### src/rtl/gpr_wb_arb_pkg.sv
// Shared types and constants for the GPR write-port arbiter and its B-side FIFO.
// Addresses and data match the 32 x 32-bit register file.
package gpr_wb_arb_pkg;

   localparam int GPR_NUM    = 32;
   localparam int GPR_ADDR_W = 5;
   localparam int GPR_DATA_W = 32;

   // Write enables are active-low throughout the register file path
   localparam logic WE_ACTIVE = 1'b0;
   localparam logic WE_IDLE   = 1'b1;

   typedef logic [GPR_ADDR_W-1:0] reg_addr_t;
   typedef logic [GPR_DATA_W-1:0] word_t;

   typedef struct packed {
      reg_addr_t addr;
      word_t     data;
   } wb_entry_t;

endpackage

### src/rtl/gpr_wb_arb_if.sv
// Bundle of every signal between the arbiter and its neighbours.
// The arbiter takes the slave view; WB, issue, decode and the register file take the master view.
interface gpr_wb_arb_if;
   import gpr_wb_arb_pkg::*;

   logic      a_we_;
   reg_addr_t a_addr;
   word_t     a_data;
   logic      b_req;
   reg_addr_t b_addr;
   word_t     b_data;
   logic      b_ack;
   logic      sb_set;
   reg_addr_t sb_set_addr;
   reg_addr_t chk_addr_0;
   reg_addr_t chk_addr_1;
   reg_addr_t chk_addr_d;
   logic      busy_0;
   logic      busy_1;
   logic      busy_d;
   logic      stall_req;
   logic      gpr_we_;
   reg_addr_t gpr_wr_addr;
   word_t     gpr_wr_data;

   modport slave (
      input  a_we_, a_addr, a_data, b_req, b_addr, b_data,
             sb_set, sb_set_addr, chk_addr_0, chk_addr_1, chk_addr_d,
      output b_ack, busy_0, busy_1, busy_d, stall_req,
             gpr_we_, gpr_wr_addr, gpr_wr_data
   );

   modport master (
      output a_we_, a_addr, a_data, b_req, b_addr, b_data,
             sb_set, sb_set_addr, chk_addr_0, chk_addr_1, chk_addr_d,
      input  b_ack, busy_0, busy_1, busy_d, stall_req,
             gpr_we_, gpr_wr_addr, gpr_wr_data
   );

endinterface

### src/rtl/gpr_wb_fifo.sv
// Small synchronous FIFO buffering long-latency writebacks until the write port is free.
// Full/empty come from an explicit count so the pointers can wrap naturally.
module gpr_wb_fifo
   import gpr_wb_arb_pkg::*;
#(
   parameter int DEPTH = 2
) (
   input  logic      clk,
   input  logic      reset,
   input  logic      push,
   input  wb_entry_t push_entry,
   input  logic      pop,
   output logic      full,
   output logic      empty,
   output wb_entry_t head
);

   localparam int PTR_W = $clog2(DEPTH);
   localparam int CNT_W = $clog2(DEPTH) + 1;

   wb_entry_t        mem [DEPTH];
   logic [PTR_W-1:0] wr_ptr;
   logic [PTR_W-1:0] rd_ptr;
   logic [CNT_W-1:0] count;
   logic             do_push;
   logic             do_pop;

   assign full    = (count == CNT_W'(DEPTH));
   assign empty   = (count == '0);
   assign do_push = push && !full;
   assign do_pop  = pop && !empty;
   assign head    = mem[rd_ptr];

   always_ff @(posedge clk or negedge reset) begin
      if (!reset) begin
         wr_ptr <= '0;
         rd_ptr <= '0;
         count  <= '0;
      end else begin
         if (do_push) wr_ptr <= wr_ptr + PTR_W'(1);
         if (do_pop)  rd_ptr <= rd_ptr + PTR_W'(1);
         count <= count + CNT_W'(do_push) - CNT_W'(do_pop);
      end
   end

   // Storage carries no reset; contents are only meaningful below count
   always_ff @(posedge clk) begin
      if (do_push) mem[wr_ptr] <= push_entry;
   end

endmodule

### src/rtl/gpr_wb_arb.sv
// Shares the single GPR write port between WB (never stalled) and a buffered long-latency unit,
// and keeps the busy scoreboard that decode uses to stall on pending long-latency writes.
module gpr_wb_arb
   import gpr_wb_arb_pkg::*;
#(
   parameter int FIFO_DEPTH = 2,
   parameter int STARVE_MAX = 4,
   parameter int REG_NUM    = GPR_NUM
) (
   input logic          clk,
   input logic          reset,
   gpr_wb_arb_if.slave  bus
);

   localparam int STV_W = $clog2(STARVE_MAX) + 1;

   logic               a_active;
   logic               fifo_full;
   logic               fifo_empty;
   logic               fifo_pop;
   wb_entry_t          head;
   wb_entry_t          push_entry;
   logic [STV_W-1:0]   starve_cnt;
   logic               stall_q;
   logic [REG_NUM-1:0] busy;
   logic [REG_NUM-1:0] busy_nxt;

   assign a_active   = (bus.a_we_ == WE_ACTIVE);
   assign fifo_pop   = !a_active && !fifo_empty;
   assign push_entry = '{addr: bus.b_addr, data: bus.b_data};
   assign bus.b_ack  = bus.b_req && !fifo_full;

   gpr_wb_fifo #(.DEPTH(FIFO_DEPTH)) u_fifo (
      .clk        (clk),
      .reset      (reset),
      .push       (bus.b_req),
      .push_entry (push_entry),
      .pop        (fifo_pop),
      .full       (fifo_full),
      .empty      (fifo_empty),
      .head       (head)
   );

   // A always wins the port so WB needs no back-pressure path
   always_comb begin
      bus.gpr_we_     = WE_IDLE;
      bus.gpr_wr_addr = '0;
      bus.gpr_wr_data = '0;
      if (a_active) begin
         bus.gpr_we_     = WE_ACTIVE;
         bus.gpr_wr_addr = bus.a_addr;
         bus.gpr_wr_data = bus.a_data;
      end else if (!fifo_empty) begin
         bus.gpr_we_     = WE_ACTIVE;
         bus.gpr_wr_addr = head.addr;
         bus.gpr_wr_data = head.data;
      end
   end

   // Counter saturates at the threshold; stall_req holds until the FIFO finally drains one entry
   always_ff @(posedge clk or negedge reset) begin
      if (!reset) begin
         starve_cnt <= '0;
         stall_q    <= 1'b0;
      end else if (fifo_pop || fifo_empty) begin
         starve_cnt <= '0;
         if (fifo_pop) stall_q <= 1'b0;
      end else if (a_active) begin
         if (starve_cnt == STV_W'(STARVE_MAX - 1)) stall_q <= 1'b1;
         else starve_cnt <= starve_cnt + STV_W'(1);
      end
   end

   assign bus.stall_req = stall_q;

   // A set on the same edge as a retiring commit wins: the new operation owns the register
   always_comb begin
      busy_nxt = busy;
      for (int r = 0; r < REG_NUM; r++) begin
         if (fifo_pop && head.addr == reg_addr_t'(r)) busy_nxt[r] = 1'b0;
         if (bus.sb_set && bus.sb_set_addr == reg_addr_t'(r)) busy_nxt[r] = 1'b1;
      end
   end

   always_ff @(posedge clk or negedge reset) begin
      if (!reset) busy <= '0;
      else        busy <= busy_nxt;
   end

   assign bus.busy_0 = busy[bus.chk_addr_0];
   assign bus.busy_1 = busy[bus.chk_addr_1];
   assign bus.busy_d = busy[bus.chk_addr_d];

   a_during_stall: assert property (@(posedge clk) disable iff (!reset)
      stall_q |-> !a_active);

   set_on_busy: assert property (@(posedge clk) disable iff (!reset)
      bus.sb_set |-> (!busy[bus.sb_set_addr] || (fifo_pop && head.addr == bus.sb_set_addr)));

endmodule

### src/flat_wrapper.sv
// flat-port wrapper written by rule: the top's interface ports become plain ports
module gpr_wb_arb_flat import gpr_wb_arb_pkg::*;
#(
   parameter int FIFO_DEPTH = 2,
   parameter int STARVE_MAX = 4,
   parameter int REG_NUM    = GPR_NUM
)
  (clk, reset, bus_a_we_, bus_a_addr, bus_a_data, bus_b_req, bus_b_addr, bus_b_data, bus_sb_set, bus_sb_set_addr, bus_chk_addr_0, bus_chk_addr_1, bus_chk_addr_d, bus_b_ack, bus_busy_0, bus_busy_1, bus_busy_d, bus_stall_req, bus_gpr_we_, bus_gpr_wr_addr, bus_gpr_wr_data);
  gpr_wb_arb_if bus_i ();
  input logic clk;
  input logic reset;
  input wire logic [$bits(bus_i.a_we_)-1:0] bus_a_we_;
  input wire logic [$bits(bus_i.a_addr)-1:0] bus_a_addr;
  input wire logic [$bits(bus_i.a_data)-1:0] bus_a_data;
  input wire logic [$bits(bus_i.b_req)-1:0] bus_b_req;
  input wire logic [$bits(bus_i.b_addr)-1:0] bus_b_addr;
  input wire logic [$bits(bus_i.b_data)-1:0] bus_b_data;
  input wire logic [$bits(bus_i.sb_set)-1:0] bus_sb_set;
  input wire logic [$bits(bus_i.sb_set_addr)-1:0] bus_sb_set_addr;
  input wire logic [$bits(bus_i.chk_addr_0)-1:0] bus_chk_addr_0;
  input wire logic [$bits(bus_i.chk_addr_1)-1:0] bus_chk_addr_1;
  input wire logic [$bits(bus_i.chk_addr_d)-1:0] bus_chk_addr_d;
  output wire logic [$bits(bus_i.b_ack)-1:0] bus_b_ack;
  output wire logic [$bits(bus_i.busy_0)-1:0] bus_busy_0;
  output wire logic [$bits(bus_i.busy_1)-1:0] bus_busy_1;
  output wire logic [$bits(bus_i.busy_d)-1:0] bus_busy_d;
  output wire logic [$bits(bus_i.stall_req)-1:0] bus_stall_req;
  output wire logic [$bits(bus_i.gpr_we_)-1:0] bus_gpr_we_;
  output wire logic [$bits(bus_i.gpr_wr_addr)-1:0] bus_gpr_wr_addr;
  output wire logic [$bits(bus_i.gpr_wr_data)-1:0] bus_gpr_wr_data;
  assign bus_i.a_we_ = bus_a_we_;
  assign bus_i.a_addr = bus_a_addr;
  assign bus_i.a_data = bus_a_data;
  assign bus_i.b_req = bus_b_req;
  assign bus_i.b_addr = bus_b_addr;
  assign bus_i.b_data = bus_b_data;
  assign bus_i.sb_set = bus_sb_set;
  assign bus_i.sb_set_addr = bus_sb_set_addr;
  assign bus_i.chk_addr_0 = bus_chk_addr_0;
  assign bus_i.chk_addr_1 = bus_chk_addr_1;
  assign bus_i.chk_addr_d = bus_chk_addr_d;
  assign bus_b_ack = bus_i.b_ack;
  assign bus_busy_0 = bus_i.busy_0;
  assign bus_busy_1 = bus_i.busy_1;
  assign bus_busy_d = bus_i.busy_d;
  assign bus_stall_req = bus_i.stall_req;
  assign bus_gpr_we_ = bus_i.gpr_we_;
  assign bus_gpr_wr_addr = bus_i.gpr_wr_addr;
  assign bus_gpr_wr_data = bus_i.gpr_wr_data;
  gpr_wb_arb #(.FIFO_DEPTH(FIFO_DEPTH), .STARVE_MAX(STARVE_MAX), .REG_NUM(REG_NUM)) u_core (.clk(clk), .reset(reset), .bus(bus_i));
endmodule
### config.mk
export PLATFORM = sky130hd
export DESIGN_NAME = gpr_wb_arb_flat
export DESIGN_NICKNAME = d
export VERILOG_FILES = /design/src/rtl/gpr_wb_arb_pkg.sv /design/src/rtl/gpr_wb_arb_if.sv /design/src/rtl/gpr_wb_fifo.sv /design/src/rtl/gpr_wb_arb.sv /design/src/flat_wrapper.sv
export SDC_FILE = /design/constraint.sdc
export NUM_CORES = 1
export LEC_CHECK = 0
export ABC_AREA = 1
export BUFFER_PORTS_ARGS = -buffer_cell sky130_fd_sc_hd__buf_4
export CAP_MARGIN = 20
export CELL_PAD_IN_SITES_DETAIL_PLACEMENT = 0
export CELL_PAD_IN_SITES_GLOBAL_PLACEMENT = 2
export CORE_MARGIN = 5
export CORE_UTILIZATION = 29
export CTS_CLUSTER_SIZE = 8
export DETAILED_ROUTE_END_ITERATION = 8
export GPL_TIMING_DRIVEN = 0
export PLACE_DENSITY_LB_ADDON = 0.1
export SLEW_MARGIN = 5
export SYNTH_ARGS = -nofsm -noshare
export SYNTH_HDL_FRONTEND = slang
export SYNTH_SLANG_ARGS = --single-unit
### constraint.sdc
create_clock -name clk -period 2.8 [get_ports clk]
set_input_delay 0.56 -clock clk [delete_from_list [all_inputs] [get_ports clk]]
set_output_delay 0.56 -clock clk [all_outputs]
set_load 0.005 [all_outputs]
==> results of run 1 <==
-- synthesized netlist by cell type --
cell type  instances
buf_4              2
dfrtp_1           40
inv_1             35
mux2i_1           32
xor2_1             3
o21ai_1           24
edfxtp_1          74
nor2_1            31
a21oi_1            1
xnor2_1            1
a31oi_1            1
nor2_2             7
o21ai_0           39
clkbuf_1          14
buf_2              9
ha_1               3
clkbuf_2           1
o21ai_2           10
or2_1              2
inv_2              5
nand2_1          271
or2_2              1
buf_6              2
nor2_8             1
buf_8              1
nand3_1           72
nor3_1             1
-- cells by family (layout without fill, tap and decap cells) --
kind of cell | Yosys count | count (layout) | synth area share, %
AOI/OAI and AO/OA | 75 | 75 | 7.00
xor gates and xnor gates | 4 | 4 | 0.592
adders and majority gates | 3 | 3 | 0.634
buffers and inverters | 69 | 237 | 5.16
DFF | 114 | 114 | 54.5
muxes | 32 | 32 | 5.41
and+or+nand+nor | 386 | 386 | 26.7
-- routing by layer --
layer	up-vias	wire length (um)
li1	2590	-
met3	24	1330
met2	157	9230
met4	0	341
met5	-	0
met1	2343	7910
-- power by group --
| part | switching (W) | leakage (nW) | internal, W |
|---|---|---|---|
| Combinational | 0.00136 | 2.14 | 0.00101 |
| Clock | 0.000806 | 0.294 | 0.00141 |
| Sequential | 0.000592 | 1.17 | 0.00236 |
-- layout make-up --
class	instances	area [sq um]
Fill cell	2097	12200
Multi-Input combinational cell	500	2400
Tap cell	270	338
Sequential cell	114	3220
Buffer	29	159
Clock inverter	14	181
Inverter	40	150
Clock buffer	17	425
Timing Repair Buffer	137	1050
-- worst max-delay path: cells and delay by family (launching register included) --
family	cells	cell delay [ns]
AOI/OAI and AO/OA	1	0.20
and+or+nand+nor	2	0.31
DFF	1	0.42
buffers and inverters	3	0.64
-- flip-flops by register name (all words and copies together) (netlist names) --
register              cells
u_core.busy              32
u_core.bus.stall_req      1
u_core.u_fifo.count       2
u_core.u_fifo.wr_ptr      1
u_core.u_fifo.mem        74
u_core.u_fifo.rd_ptr      1
u_core.starve_cnt         3
-- stage by stage --
| stage | setup TNS, ns | cells | instance area (sq um) | util, % | power, W |
|---|---|---|---|---|---|
| global route | 0 | 1121 | 7930 | 39.3 | 0.00800 |
| finish | 0 | 1121 | 7930 | 39.3 | 0.00753 |
| CTS | 0 | 1121 | 7930 | 39.3 | 0.00764 |
| floorplan | 0 | 683 | 5920 | - | 0.00419 |
| detailed placement | -1.05 | 1090 | 7320 | 36.3 | 0.00542 |
| global placement | -74.33 | 1088 | 7270 | 36.0 | 0.00534 |
-- how the worst max path moves through the flow --
stage / start / endpoint / slack [ns] / cells past startpoint
2_1_floorplan: bus_b_req / u_core.u_fifo.mem[1][0]$_DFFE_PP_ / 0.12 / 2
3_3_place_gp: bus_b_req / u_core.u_fifo.mem[1][1]$_DFFE_PP_ / -1.01 / 3
3_5_place_dp: bus_a_we_ / bus_gpr_wr_data[19] / -0.17 / 7
4_1_cts: bus_a_we_ / bus_gpr_wr_data[19] / 0.07 / 7
5_1_grt: u_core.u_fifo.count[1]$_DFF_PN0_ / bus_gpr_wr_data[1] / 0.02 / 6
6_report: u_core.u_fifo.count[1]$_DFF_PN0_ / bus_gpr_wr_data[4] / 0.25 / 6
==> impl_results.md, run 1 <==
- Outcome: complete, no violations
- Post-synth top area share: 37.6%
- DRT Wirelength: 18.8 mm
- Worst Skew: 0.00657 ns
- Max FO, Critical Path: 10
- Setup slack, reg-to-reg: 0.86 ns
- Warnings, synthesis: 0
- Drt wl/cell: 16.8 um
- Root Buffer Master: clkbuf_16
- Flops & latches, synth: 114
- Num CTS Buffers: 17
- Final Setup Violations: 0
- Seq/Total Area, Yosys: 54.5%
- FMAX: 392 MHz
- Element type at the critical path end: output pin
- Critical Path Source Type: flip-flop
- Die W: 153 um
- IO Port Bufs: 135
- Initial antenna violation count: 0
- Slowest stage delay, CP: 0.42 ns
- Syn Area/Cell: 8.66 sq um
- GR met3 Demand/Resource: 5.29%
- Synth unique cells: 27
- Commonest non-fill, non-tap cell in the layout: nand2_1
- H-tree depth: 4
- Maximum vdd drop: 0.443 mV
- CTS max path bufs: 2
- DRC Markers: 0
- WS Path Type: reg2out
- Met1 Use GR: 19.6%
- Die area: 23400 sq um
- Post-DP HPWL: 14.1 mm
- Max Slew Vio Count: 0
- Worst path cell trace: nor2_2 > nor2_8 > inv_2 > clkbuf_1 > o21ai_0 > buf_4
- Share of post-route cells with drive strength above 1: 24.9%
- Sink Count: 114
- Starting density of the core: 29.3%
- Crit path DAT: 1.99 ns
- I/O pin total: 142
- M2 GR Usage: 27.9%
- Mapped Cells: 683
- Worst-path clk slew: 0.06 ns
- Setup ws final: 0.247 ns
- Pwr/cell area: 949 nW/um^2
- Min-Delay Path Class: in2async
- RSZ-0062 raised after global routing: false
- Vias: 5114
- Chip height: 153 um
- Slew margin rel.: 63.6%
- Fin. Hold Viols: 0
- Tot GR Track Use: 16.4%
- Worst R2R Start: u_core.u_fifo.count[1]$_DFF_PN0_
- First-pass GRT wire length: 29.4 mm
- DR pass1 iterations: 4
- R2R cell count: 10
- Vias per cell: 4.56
- Vias in the first global route: 5381
- Pleak: 3.61 nW
- Post-Syn Nets: 785
- Clk_lat worst skew: 0.42 ns
- Row cnt: 52
- Fin crit share: 91.2%
- Crit path time final: 2.55 ns
- Setup bufs post-CTS: 0
- Post-Place Worst Slack: -0.168 ns
- Top cells by area, synth: edfxtp_1 (38%), nand2_1 (17%), dfrtp_1 (17%), nand3_1 (6.1%), mux2i_1 (5.4%)
- Antenna-violating nets left: 0
- Post-layout nets: 941
- Max Cap Viol: 0
- Cell Area, Synth: 5920 sq um
- ANT cells: 0
- Yosys top cell by area: edfxtp_1
- PostCTS Resize Cnt: 1
- Slowest stage cell on the critical path: dfrtp_1
- CTS tree: built
- Req. time, crit path: 2.24 ns
- Pin count of the biggest net entering global routing: 41
- Minimum hold slack: 0.112 ns
- Quantity of hold-fixing buffers added after cts: 0
- Core area: 20200 sq um
- Commonest cells after routing, fill and taps aside: nand2_1 (271), buf_4 (137), edfxtp_1 (74)
- Busiest grt layer: met2
- Area grow syn2layout: 34.1%
- Crit Reg-Reg Endpoint: u_core.u_fifo.count[1]$_DFF_PN0_
- Worst-Margin Slew: 0.546 ns
- Grt ovf: 0
- RePlAce Congestion: 0.853
- Iteration-0 DRC Markers: 206
Power figures use the tool's default switching activity.
==> run 2, diff against run 1 <==
--- a/config.mk
+++ b/config.mk
@@ -8,2 +8,3 @@
 export ABC_AREA = 1
+export ABC_CLOCK_PERIOD_IN_PS = 2800
 export BUFFER_PORTS_ARGS = -buffer_cell sky130_fd_sc_hd__buf_4
@@ -18,2 +19,3 @@
 export PLACE_DENSITY_LB_ADDON = 0.1
+export RECOVER_POWER = 50
 export SLEW_MARGIN = 5
--- a/constraint.sdc
+++ b/constraint.sdc
@@ -3,2 +3,2 @@
 set_output_delay 0.56 -clock clk [all_outputs]
-set_load 0.005 [all_outputs]
+set_load 0.02 [all_outputs]
==> impl_results.md, run 2 (synthesis gave the netlist of run 1 again) <==
- RePlAce Congestion: 0.853 (unchanged)
- Commonest cells after routing, fill and taps aside: nand2_1 (271), buf_4 (99), edfxtp_1 (74)
- IO Port Bufs: 135 (unchanged)
- DR pass1 iterations: 4 (unchanged)
- Element type at the critical path end: output pin
- Vias in the first global route: 5381 (unchanged)
- Min-Delay Path Class: in2reg
- WS Path Type: reg2out
- Fin crit share: 91.3% (+0.12 points)
- Post-Place Worst Slack: -0.200 ns (-0.0315 ns)
- Max FO, Critical Path: 10 (unchanged)
- Vias: 5118 (+0.078%)
- Final Setup Violations: 0 (unchanged)
- Tot GR Track Use: 16.4% (unchanged)
- FMAX: 391 MHz (-0.13%)
- Sink Count: 114 (unchanged)
- Inst Count DP: 1090 (unchanged)
- Post-DP HPWL: 14.1 mm (unchanged)
- Net Sw Frac: 38.1% (+1.5 points)
- Quantity of hold-fixing buffers added after cts: 0 (unchanged)
- RSZ-0062 raised after global routing: false
- Commonest non-fill, non-tap cell in the layout: nand2_1
- Logic pwr share: 33.2% (+1.8 points)
- Crit path DAT: 2.00 ns (about the same)
- Pwr/cell area: 977 nW/um^2 (+2.9%)
- Failing checks: max-capacitance violations, max-slew violations
- Grt ovf: 0 (unchanged)
- Power Total: 0.00772 W (+2.4%)
- PostCTS Resize Cnt: 1 (unchanged)
- Maximum vdd drop: 0.462 mV (+4.5%)
- Crit path time final: 2.56 ns (+0.00323 ns)
- Fin. Hold Viols: 0 (unchanged)
- CTS tree: built
- Core area: 20200 sq um (unchanged)
- Sequential power share: 38.2% (-1.0 points)
- Area grow syn2layout: 33.5%
- Post-layout nets: 941 (unchanged)
- Chip height: 153 um (unchanged)
- ANT cells: 0 (unchanged)
- Worst Skew: 0.00672 ns (+0.000154 ns)
- Row cnt: 52 (unchanged)
- Max Cap Viol: 1 (+1)
- Pin count of the biggest net entering global routing: 41 (unchanged)
- Iteration-0 DRC Markers: 248 (+20%)
- Pleak: 3.58 nW (-0.73%)
- Int Power: 0.00477 W (about the same)
- Die W: 153 um (unchanged)
- DRC Markers: 0 (unchanged)
- Drt wl/cell: 16.7 um (-0.33%)
- CTS max path bufs: 2 (unchanged)
- Largest registers: u_core.u_fifo.mem: 74 flops, u_core.busy: 32 flops, u_core.starve_cnt: 3 flops
- Worst-Margin Slew: 2.20 ns (+1.66 ns)
- Share of post-route cells with drive strength above 1: 24.1% (-0.82 points)
- Setup ws final: 0.244 ns (-0.00323 ns)
- DRT Wirelength: 18.7 mm (-0.33%)
- Starting density of the core: 29.3% (unchanged)
- Setup bufs post-CTS: 0 (unchanged)
- Worst-path clk slew: 0.06 ns (about the same)
- Number of flip-flops in the largest register: 74 (unchanged)
- Clk_lat worst skew: 0.42 ns (about the same)
- Num CTS Buffers: 17 (unchanged)
- Die area: 23400 sq um (unchanged)
- Clk pwr share: 28.6% (-0.8 points)
- Req. time, crit path: 2.24 ns (about the same)
- Vias per cell: 4.57 (about the same)
- I/O pin total: 142 (unchanged)
- Root Buffer Master: clkbuf_16
- Outcome: finished, violations left
- Critical Path Source Type: flip-flop
- Top reg by flops: u_core.u_fifo.mem
- Initial antenna violation count: 0 (unchanged)
- First-pass GRT wire length: 29.4 mm (unchanged)
- Fin cells: 1121 (unchanged)
- H-tree depth: 4 (unchanged)
- Max Slew Vio Count: 41 (+41)
- Antenna-violating nets left: 0 (unchanged)
- Psw: 0.00294 W (+6.6%)
- Post-layout util: 39.2% (-0.18 points)
- Slew margin rel.: -46.8% (-110 points)
## run 2: cell count changes in the layout (fill, tap and decap cells not counted)
cell / change
nor2_4: -2
clkbuf_2: +1
clkbuf_1: +5
clkbuf_4: +32
nor2_1: +2
buf_4: -38
## run 2: stage by stage
stage | hold WS [ns] | area (sq um) | TNS [ns]
2_1_floorplan | 0.264 | 5920 | 0
3_3_place_gp | 0.464 | 7270 | -74.64
3_5_place_dp | 0.464 | 7320 | -1.36
4_1_cts | 0.117 | 7930 | 0
5_1_grt | 0.321 | 7900 | 0
6_report | 0.342 | 7900 | 0
## run 2: worst paths after layout
kind                                                   from                                  to  slack, ns  cells after the start
max in group asynchronous                             reset          u_core.busy[9]$_DFFE_PN0P_       0.74                      1
min reg2reg                u_core.bus.stall_req$_DFFE_PN0P_    u_core.bus.stall_req$_DFFE_PN0P_       0.48                      2
min in group asynchronous                             reset    u_core.starve_cnt[2]$_DFFE_PN0P_       0.78                      1
max                        u_core.u_fifo.count[1]$_DFF_PN0_                  bus_gpr_wr_data[6]       0.24                      7
min                                           bus_b_data[1]   u_core.u_fifo.mem[1][1]$_DFFE_PP_       0.34                      1
max reg2reg                u_core.u_fifo.count[0]$_DFF_PN0_  u_core.u_fifo.mem[1][23]$_DFFE_PP_       0.71                      5
## run 2: critical path: stages, from the launching register on
cell and delay (ns):
dfrtp_1 0.42, nor2_2 0.25, nor2_8 0.06, inv_2 0.06, buf_2 0.22, buf_2 0.27, o21ai_0 0.13, buf_4 0.17
## run 2: final cells by class
type,instances,area [sq um]
fill,2103,12300
sequential,114,3220
multi-input combinational,500,2390
timing repair buffer,137,1030
clock buffer,17,425
tap,270,338
clock inverter,14,181
buffer,29,160
inverter,40,150
## run 2: power by group through the flow
| stage | logic (W) | registers [W] | clock network, W |
|---|---|---|---|
| CTS | 0.00264 | 0.00297 | 0.00225 |
| global route | 0.00287 | 0.00301 | 0.00232 |
| detailed placement | 0.00262 | 0.00300 | 0 |
| floorplan | 0.00172 | 0.00267 | 0 |
| finish | 0.00256 | 0.00295 | 0.00221 |
| global placement | 0.00254 | 0.00301 | 0 |
## run 2: routing by layer
layer | global-route usage [%] | wire, um
met1 | 19.6 | 7930
met3 | 5.29 | 1220
met2 | 27.9 | 9260
met4 | 5.64 | 337
met5 | 0 | 0
